**src/rtl/fetch_stage.sv**
```systemverilog
// Instruction fetch stage: PC register with redirect/stall handling and the
// IF/ID pipeline register feeding decode.
module fetch_stage #(
    parameter int                DATA_W    = 32,
    parameter logic [DATA_W-1:0] RESET_PC  = 32'h00000000,
    parameter logic [DATA_W-1:0] NOP_INSTR = 32'h00000013
) (
    input  logic              clk,
    input  logic              reset,
    input  logic              StallF,
    input  logic              StallD,
    input  logic              FlushD,
    input  logic              PCSrcE,
    input  logic [DATA_W-1:0] PCTargetE,
    input  logic [DATA_W-1:0] InstrF,
    output logic [DATA_W-1:0] PCF,
    output logic [DATA_W-1:0] InstrD,
    output logic [DATA_W-1:0] PCD,
    output logic [DATA_W-1:0] PCPlus4D,
    output logic              ValidD
);

    logic [DATA_W-1:0] pc_p0;
    logic [DATA_W-1:0] pcplus4_p0;
    logic [DATA_W-1:0] pcnext_p0;

    logic [DATA_W-1:0] instr_p1;
    logic [DATA_W-1:0] pc_p1;
    logic [DATA_W-1:0] pcplus4_p1;
    logic              vld_p1;

    // Low two bits of a redirect target are dropped so PCF stays word-aligned.
    function automatic logic [DATA_W-1:0] word_align(input logic [DATA_W-1:0] a);
        return {a[DATA_W-1:2], 2'b00};
    endfunction

    // Wraps naturally at the top of the address space.
    function automatic logic [DATA_W-1:0] pc_inc4(input logic [DATA_W-1:0] a);
        return a + DATA_W'(4);
    endfunction

    // ---- stage p0: fetch address selection ----
    always_comb begin
        pcplus4_p0 = pc_inc4(pc_p0);
        pcnext_p0  = PCSrcE ? word_align(PCTargetE) : pcplus4_p0;
    end

    // A redirect is never lost to a stall: PCSrcE forces the update.
    always_ff @(posedge clk) begin
        if (reset) begin
            pc_p0 <= RESET_PC;
        end else if (PCSrcE || !StallF) begin
            pc_p0 <= pcnext_p0;
        end
    end

    // ---- stage p1: IF/ID register ----
    always_ff @(posedge clk) begin
        if (reset || FlushD) begin
            instr_p1   <= NOP_INSTR;
            pc_p1      <= '0;
            pcplus4_p1 <= '0;
            vld_p1     <= 1'b0;
        end else if (!StallD) begin
            instr_p1   <= InstrF;
            pc_p1      <= pc_p0;
            pcplus4_p1 <= pcplus4_p0;
            vld_p1     <= 1'b1;
        end
    end

    assign PCF      = pc_p0;
    assign InstrD   = instr_p1;
    assign PCD      = pc_p1;
    assign PCPlus4D = pcplus4_p1;
    assign ValidD   = vld_p1;

endmodule
```
**config.mk**
```make
export PLATFORM = sky130hd
export DESIGN_NAME = fetch_stage
export DESIGN_NICKNAME = d
export VERILOG_FILES = /design/src/rtl/fetch_stage.sv
export SDC_FILE = /design/constraint.sdc
export NUM_CORES = 1
export LEC_CHECK = 0
export CORE_AREA = 4 4 132 134
export DETAILED_ROUTE_END_ITERATION = 10
export DIE_AREA = 0 0 136 138
export HOLD_SLACK_MARGIN = 0.03
export MAX_ROUTING_LAYER = met4
export PLACE_DENSITY = 0.64
export SETUP_SLACK_MARGIN = 0.2
export SLEW_MARGIN = 40
export SYNTH_ARGS = -nofsm -noshare
export SYNTH_HDL_FRONTEND = slang
export SYNTH_SLANG_ARGS = --single-unit
```
**constraint.sdc**
```tcl
create_clock -name clk -period 6.15 [get_ports clk]
set_clock_uncertainty 0.2 [all_clocks]
set_input_delay 0.615 -clock clk [delete_from_list [all_inputs] [get_ports clk]]
set_output_delay 0.615 -clock clk [all_outputs]
set_load 0.02 [all_outputs]
```
==> results of run 1 <==
-- layer usage --
layer	vias up	wire length (um)
met3	25	1068
li1	2611	-
met4	0	380
met2	174	8834
met1	2577	7450
met5	-	0
-- logic make-up after synthesis --
| kind of cell | count (synthesis) |
|---|---|
| muxes | 60 |
| DFF | 123 |
| and+or+nand+nor | 240 |
| xor gates and xnor gates | 19 |
| AOI/OAI and AO/OA | 122 |
| other | 1 |
| buffers and inverters | 72 |
| adders and majority gates | 1 |
-- power groups by stage --
| stage | Clock [W] | Sequential, W | Combinational [W] |
|---|---|---|---|
| 6_report | 0.00103 | 0.000875 | 0.000273 |
| 5_1_grt | 0.00109 | 0.000881 | 0.000295 |
| 4_1_cts | 0.00105 | 0.000874 | 0.000277 |
| 3_5_place_dp | 0 | 0.000891 | 0.000275 |
| 3_3_place_gp | 0 | 0.000890 | 0.000272 |
| 2_1_floorplan | 0 | 0.000910 | 0.000120 |
-- final cells by class --
cell class              instances  share of cell area [%]
clock buffers                  24                   6.051
well taps                     220                   3.387
repair buffers                197                   24.02
inverters                       7                  0.3233
clock inverters                 7                   1.386
multi-input cells             448                   34.53
flip-flops and latches        123                   30.30
-- metrics by stage --
stage	hold slack [ps]	util (%)	total power, W	cell area, um^2
2_1_floorplan	340.7	-	0.001030	5578
3_3_place_gp	251.6	46.14	0.001162	7516
3_5_place_dp	254.5	46.14	0.001167	7516
4_1_cts	262.9	49.85	0.002198	8120
5_1_grt	281.8	49.89	0.002263	8127
6_report	261.8	49.89	0.002179	8127
-- worst paths after layout --
kind | cells past startpoint | slack, ps | startpoint | endpoint
worst max register to register | 4 | 3310 | PCF[7] | PCF[27]
worst min-delay path | 2 | 260 | PCPlus4D[10] | PCPlus4D[10]
worst max-delay path | 4 | 3310 | PCF[7] | PCF[27]
worst min register to register | 2 | 260 | PCPlus4D[10] | PCPlus4D[10]
-- sequential cells by signal (all words and copies together), names as in the netlist --
register and cells:
PCF 30, InstrD 32, PCD 30, PCPlus4D 30, ValidD 1
-- placed cells by master (no fill, tap or decap), types with 2 or more instances in the layout --
master	n
clkbuf_16	17
xor2_1	4
conb_1	6
dfxtp_1	123
nor2b_1	4
a21oi_1	28
buf_4	8
o31ai_1	11
nor2_1	92
clkbuf_8	4
nor3_1	12
xnor2_1	15
a211oi_1	12
and3_1	10
clkbuf_1	3
or4_1	13
inv_1	7
mux2i_1	60
clkdlybuf4s50_1	189
and4_1	9
a31oi_1	9
nand2_1	30
clkinv_2	3
nand4_1	14
nand3b_1	2
bufinv_16	3
nand3_1	19
nor4_1	10
nor3b_1	3
or3_1	13
a311oi_1	18
o21ai_0	35
o31a_1	3
-- critical path, cell delays in order, from the launching register on --
cell and delay [ps]:
dfxtp_1 580, nand3_1 490, or4_1 780, or4_1 450, a311oi_1 240
==> results.toml, run 1 <==
[clock_network]
worstSkewPairLatency_ps = 410
cts_buffer_depth = 2
cts_buffers = 17
path_clk_slew_ps = 50
cts_root_buf = "clkbuf_16"
cts_resized = 0
htree_levels = 4
cts_tree = "done"
hold_buffers = 0
clock-sinks = 123
post-cts-setup-buffers = 0

[timing]
final-max-slew-violation-count = 0
rsz0062_at_grt = "false"
timing.final.crit_share_pct = 46.17
worst_slack_ps = 3310
hold_viol = 0
tightest_slew_ps = 759.3
post-route-min-period_ps = 2840
fin_setup_tns_ps = 0
relSlewSlack_pct = 49.23
fmax_mhz = 352.1
finalSetupViolCount = 0

[hold_path]
hold_path.class = "reg2reg"

[logic_synthesis]
synth_compound_area_share_pct = 13.98
syn_inst = 638
yosysWarnings = 0
synth.largest_area_cell = "dfxtp_1"
ys_ff_latch = 123
async_flop_share_pct = 0
synth_simple_gate_area_share_pct = 21.97
synth_seq_area_share_pct = 44.29
yosys_most_used_dff = "dfxtp_1"
syn_area_um2 = 5559
muxShareOfSynthArea_pct = 10.80
synth_top_family_by_area = "simple AND/OR/NAND/NOR gates"
yosys-top-cells-count = "123 x dfxtp_1, 92 x nor2_1, 60 x mux2i_1"
ys_top_cells_by_area = "dfxtp_1 44%, mux2i_1 11%, nor2_1 6.2%, o21ai_0 3.2%, a311oi_1 2.8%"
synth-edff-count = 0
synth_top_area_share_pct = 44.29
ys_types = 47
synth-xor-area-share_pct = 2.993
post-synth-top-count-cell = "dfxtp_1"
synthAdderAreaFrac_pct = 0.2251
synth_area_per_cell_um2 = 8.713

[grt]
gr-total-overflow = 0
antenna_found_initial = 0
use_met1_pct = 22.43
grt_pass1_wl_mm = 28.48
grt.met3_usage_pct = 5.015
grtUsageMet2_pct = 32.59
first_global_vias = 5510
grt_max_degree = 69
grt.busiest_layer = "met2"
track_usage_pct = 19.52

[finish]
drive_gt1_share_pct = 5.335
layout.cells.non_filler = 1026
syn_to_final_growth_pct = 46.18
regArea_um2 = 2462
nFillCells = 1536
multi_input_area_um2 = 2806
antenna_cells = 0
finalNetCount = 865

[setup_path]
path_max_fanout = 13
cp.arrival_ps = 2960
crit_type = "reg2reg"
critPathLaunchType = "register"
endpoint_kind = "register"
cp.required_ps = 6270

[floorplan]
die_y_um = 138
dieArea_um2 = 18770
ioPinCount = 199
fp.dieW_um = 136
row_count = 47
initial_core_util_pct = 34.13
core-area_um2 = 16290

[flow_run]
max_cap_violations = 0

[power_and_ir_drop]
p_sw_share_pct = 24.61
pwr-share-comb_pct = 12.6
ir_drop_v = 0.0001733
power_switching_w = 0.0005360
p_seq_share_pct = 40.1
p_leak_nw = 2.930
power_density_nw_per_um2 = 268.1
p_int_w = 0.001643
p_clk_share_pct = 47.3

[placement]
dpl_worst_slack_ps = 3202
gp_congestion = 0.8264
dp_cells = 995
dpl.hpwl_mm = 12.27
portBuffers = 190

[status]
status = "complete, no violations"

[detailed_routing]
via_count = 5387
first_iter_violations = 308
via_per_inst = 5.250
ant_nets = 0
first_pass_iters = 5
wirelength_mm = 17.73
drc = 0
wl_per_cell_um = 17.28
Note: power is estimated with default switching activity, not from simulation.
==> run 2: changes to the inputs <==
- PLACE_DENSITY: 0.64 -> 0.66
- clock period: 6.15 -> 2.6 ns (I/O delays scaled with it)
==> results.toml, run 2 (synthesized netlist as in run 1, its figures left out) <==
[detailed_routing]
ant_nets = 0
wl_per_cell_um = 16.79
first_iter_violations = 413
drc = 0
via_count = 5426
via_per_inst = 5.119
wirelength_mm = 17.80
first_pass_iters = 4

[timing]
hold_viol = 0
post-route-min-period_ps = 2290
tightest_slew_ps = 748.8
worst_slack_ps = 310.1
timing.final.crit_share_pct = 88.07
relSlewSlack_pct = 50.08
fin_setup_tns_ps = 0
rsz0062_at_grt = "false"
finalSetupViolCount = 0
final-max-slew-violation-count = 0
fmax_mhz = 436.7

[finish]
antenna_cells = 0
drive_gt1_share_pct = 10.12
largest_reg_flops = 32
fin_util_pct = 51.36
layout_commonest_cell = "clkdlybuf4s50_1"
finalNetCount = 900
syn_to_final_growth_pct = 50.48
final_cell_mix = "189 x clkdlybuf4s50_1, 118 x dfxtp_1, 92 x nor2_1"
nFillCells = 1583

[setup_path]
cp.required_ps = 2720
crit_type = "reg2reg"
ff2ff_setup_slack_ps = 310
path_max_fanout = 8
cp.arrival_ps = 2410
reg2reg_from = "PCF[16]"
reg2reg_depth = 4
r2r-end = "PCF[27]"
endpoint_kind = "register"
critPathLaunchType = "register"

[clock_network]
cts_buffers = 17
cts_root_buf = "clkbuf_16"
cts_tree = "done"
path_clk_slew_ps = 60
clock-sinks = 123
htree_levels = 4
worstSkewPairLatency_ps = 420
cts_buffer_depth = 2

[hold_path]
hold_path.class = "in2reg"
hold_depth = 3
worstHoldStart = "StallD"
holdPathEnd = "PCD[17]"

[grt]
antenna_found_initial = 0
track_usage_pct = 19.46
first_global_vias = 5142
grt_max_degree = 69
grt_pass1_wl_mm = 28.09
gr-total-overflow = 0

[power_and_ir_drop]
power_density_nw_per_um2 = 606.4
p_int_w = 0.003809
p_clk_share_pct = 45.7
p_sw_share_pct = 24.91
ir_drop_v = 0.0004207
pwr-share-comb_pct = 14.2
power_switching_w = 0.001264
p_seq_share_pct = 40.1
p_leak_nw = 3.091

[floorplan]
dieArea_um2 = 18770
initial_core_util_pct = 34.13
fp.dieW_um = 136
core-area_um2 = 16290
row_count = 47
die_y_um = 138
ioPinCount = 199

[flow_run]
max_cap_violations = 0

[status]
status = "complete, no violations"

[placement]
portBuffers = 190
dpl_worst_slack_ps = 264.6
dpl.hpwl_mm = 12.74
gp_congestion = 0.8207
[run 2: how the worst max path moves through the flow]
stage | from | to | cells past startpoint
2_1_floorplan | PCF[5] | PCF[27] | 6
3_3_place_gp | PCF[3] | PCF[16] | 5
3_5_place_dp | PCF[3] | PCF[16] | 5
4_1_cts | PCF[3] | PCF[16] | 5
5_1_grt | PCF[2] | PCF[16] | 5
6_report | PCF[16] | PCF[27] | 4
[run 2: area by class of cell]
| cell class | count | area (um^2) | share of cell area (%) |
|---|---|---|---|
| clock buffers | 22 | 484.2 | 5.788 |
| clock inverters | 8 | 92.59 | 1.107 |
| multi-input cells | 448 | 2804 | 33.52 |
| inverters | 7 | 26.28 | 0.3141 |
| well taps | 220 | 275.3 | 3.290 |
| flip-flops and latches | 123 | 2469 | 29.51 |
| repair buffers | 232 | 2215 | 26.47 |
[run 2: layer usage]
layer	vias up	wire, um	global-route usage [%]	share of wire [%]
li1	2689	-	-	-
met1	2530	7741	24.55	43
met2	185	8347	29.65	47
met3	22	1406	6.286	7.9
met4	0	303	6.048	1.7
met5	-	0	-	0
[run 2: through the flow]
stage | cell area (um^2) | power (W) | hold slack, ps | std cells
after floorplan | 5578 | 0.002436 | 185.1 | 643
after global placement | 7764 | 0.002791 | 250.7 | 1028
after detailed placement | 7764 | 0.002796 | 254.8 | 1028
after CTS | 8341 | 0.005132 | 81.66 | 1058
after global routing | 8366 | 0.005302 | 95.67 | 1060
final | 8366 | 0.005073 | 93.17 | 1060
[run 2: timing repair]
item	4_1_cts	5_1_grt
setup buffers	0	2
hold buffers	0	0
gates resized for setup	0	7
endpoints found under the setup margin	0	10
[run 2: critical path, cell delays in order (launching register included)]
cell	delay (ps)
dfxtp_1	490
nand3_1	160
or4_1	670
or4_1	440
a311oi_1	240
[run 2: power groups by stage]
stage,logic (W),registers [W],clock network [W]
detailed placement,0.000724,0.00207,0
floorplan,0.000284,0.00215,0
finish,0.000722,0.00203,0.00232
global route,0.000779,0.00205,0.00248
CTS,0.000728,0.00203,0.00237
global placement,0.000721,0.00207,0
==> run 3: changes to the inputs <==
- PLACE_DENSITY: 0.66 -> 0.64
- clock period: 2.6 -> 2.5 ns (I/O delays scaled with it)
==> results.toml, run 3 (synthesized netlist as in run 1, its figures left out) <==
[setup_path]
ff2ff_setup_slack_ps = 330
endpoint_kind = "register"
path_cells = "ha_1, and4_2, and4b_1, a21oi_1, or3b_2"
cp.required_ps = 2580
path_max_fanout = 8
cpMaxStageDelayCell = "or3b_2"
cp.arrival_ps = 2260
critPathLaunchType = "register"
cpPeakStageDelay_ps = 460
crit_type = "reg2reg"

[grt]
antenna_found_initial = 0
first_global_vias = 5238
grt_max_degree = 69
track_usage_pct = 19.64
grt_pass1_wl_mm = 28.52
gr-total-overflow = 0

[timing]
rsz0062_at_grt = "true"
finalSetupViolCount = 0
timing.final.crit_share_pct = 86.91
tightest_slew_ps = 718.0
fmax_mhz = 460.2
hold_viol = 0
final-max-slew-violation-count = 0
worst_slack_ps = 327.1
relSlewSlack_pct = 52.13
post-route-min-period_ps = 2173
fin_setup_tns_ps = 0

[clock_network]
path_clk_slew_ps = 50
cts_buffers = 17
htree_levels = 4
clock-sinks = 123
cts_tree = "done"
cts_buffer_depth = 2
hold_buffers = 0
worstSkewPairLatency_ps = 410
cts_root_buf = "clkbuf_16"

[placement]
dpl.hpwl_mm = 12.96
dpl_worst_slack_ps = 203.6
portBuffers = 190
gp_congestion = 0.8581
dp_cells = 1024

[floorplan]
fp.dieW_um = 136
row_count = 47
core-area_um2 = 16290
dieArea_um2 = 18770
ioPinCount = 199
die_y_um = 138
initial_core_util_pct = 34.13

[power_and_ir_drop]
power_switching_w = 0.001312
p_leak_nw = 3.095
p_seq_share_pct = 39.9
p_sw_share_pct = 24.73
ir_drop_v = 0.0005132
power_density_nw_per_um2 = 631.9
pwr-share-comb_pct = 14.2
p_clk_share_pct = 45.9
p_int_w = 0.003994

[detailed_routing]
first_pass_iters = 5
wl_per_cell_um = 17.09
wirelength_mm = 18.05
met3_length_mm = 1.227
drc = 0
ant_nets = 0
wl_met2_mm = 8.587
drt-met1-wl_mm = 7.854
via_per_inst = 5.174
top_layer = "met4"
via_count = 5464
first_iter_violations = 327

[finish]
layout_commonest_cell = "clkdlybuf4s50_1"
final_cell_mix = "189 x clkdlybuf4s50_1, 116 x dfxtp_1, 92 x nor2_1"
antenna_cells = 0
layout.cells.non_filler = 1056
syn_to_final_growth_pct = 51.07
largest_reg_flops = 32
finalNetCount = 896
drive_gt1_share_pct = 10.65
fin_util_pct = 51.56

[status]
status = "complete, no violations"

[flow_run]
max_cap_violations = 0

[hold_path]
hold_path.class = "in2reg"
[run 3: cell count changes in the layout (fill, tap and decap cells not counted), sizes merged]
cell	delta
buf	-4
clkinvlp	-1
clkbuf	+1
[run 3: through the flow]
stage               hold slack [ps]  area [um^2]  total power, W
floorplan                     175.1         5587        0.002535
global placement              255.1         7767        0.002898
detailed placement            253.2         7767        0.002912
CTS                           103.3         8356        0.005364
global route                  125.7         8398        0.005521
finish                        117.7         8398        0.005306
[run 3: worst paths after layout]
path                            cells past startpoint    start       to
worst max-delay path                                5   PCF[2]  PCF[30]
worst min-delay path                                3   StallD  PCD[17]
worst max register to register                      5   PCF[2]  PCF[30]
worst min register to register                      2  PCD[17]  PCD[17]
[run 3: routing by layer]
| layer | vias up | global-route usage, % |
|---|---|---|
| li1 | 2670 | - |
| met1 | 2569 | 24.56 |
| met2 | 202 | 30.64 |
| met3 | 23 | 4.978 |
| met4 | 0 | 7.109 |
| met5 | - | - |
[run 3: layout make-up]
type                            instances  area (um^2)
Inverter                                7        26.28
Tap cell                              220        275.3
Fill cell                            1515         7891
Sequential cell                       123         2471
Timing Repair Buffer                  228         2210
Multi-Input combinational cell        448         2829
Clock buffer                           23        498.0
Clock inverter                          7        88.84
[run 3: power by group through the flow]
stage / Sequential [W] / Clock (W) / Combinational, W
after floorplan: 0.00224 / 0 / 0.000296
after global placement: 0.00215 / 0 / 0.000746
after detailed placement: 0.00216 / 0 / 0.000754
after CTS: 0.00212 / 0.00249 / 0.000759
after global routing: 0.00213 / 0.00258 / 0.000809
final: 0.00212 / 0.00243 / 0.000755
[run 3: critical path, delay by kind of cell, from the launching register on]
| kind | cells | cell delay, ps |
|---|---|---|
| and+or+nand+nor | 3 | 1140 |
| DFF | 1 | 410 |
| adders and majority gates | 1 | 200 |
| AOI/OAI and AO/OA | 1 | 100 |
[run 3: timing repair]
action | 4_1_cts | 5_1_grt
endpoints found under the setup margin | 1 | 14
resized for setup | 1 | 10
pin swaps | 1 | 1
hold endpoints to repair | 0 | 0
setup buffers | 0 | 2
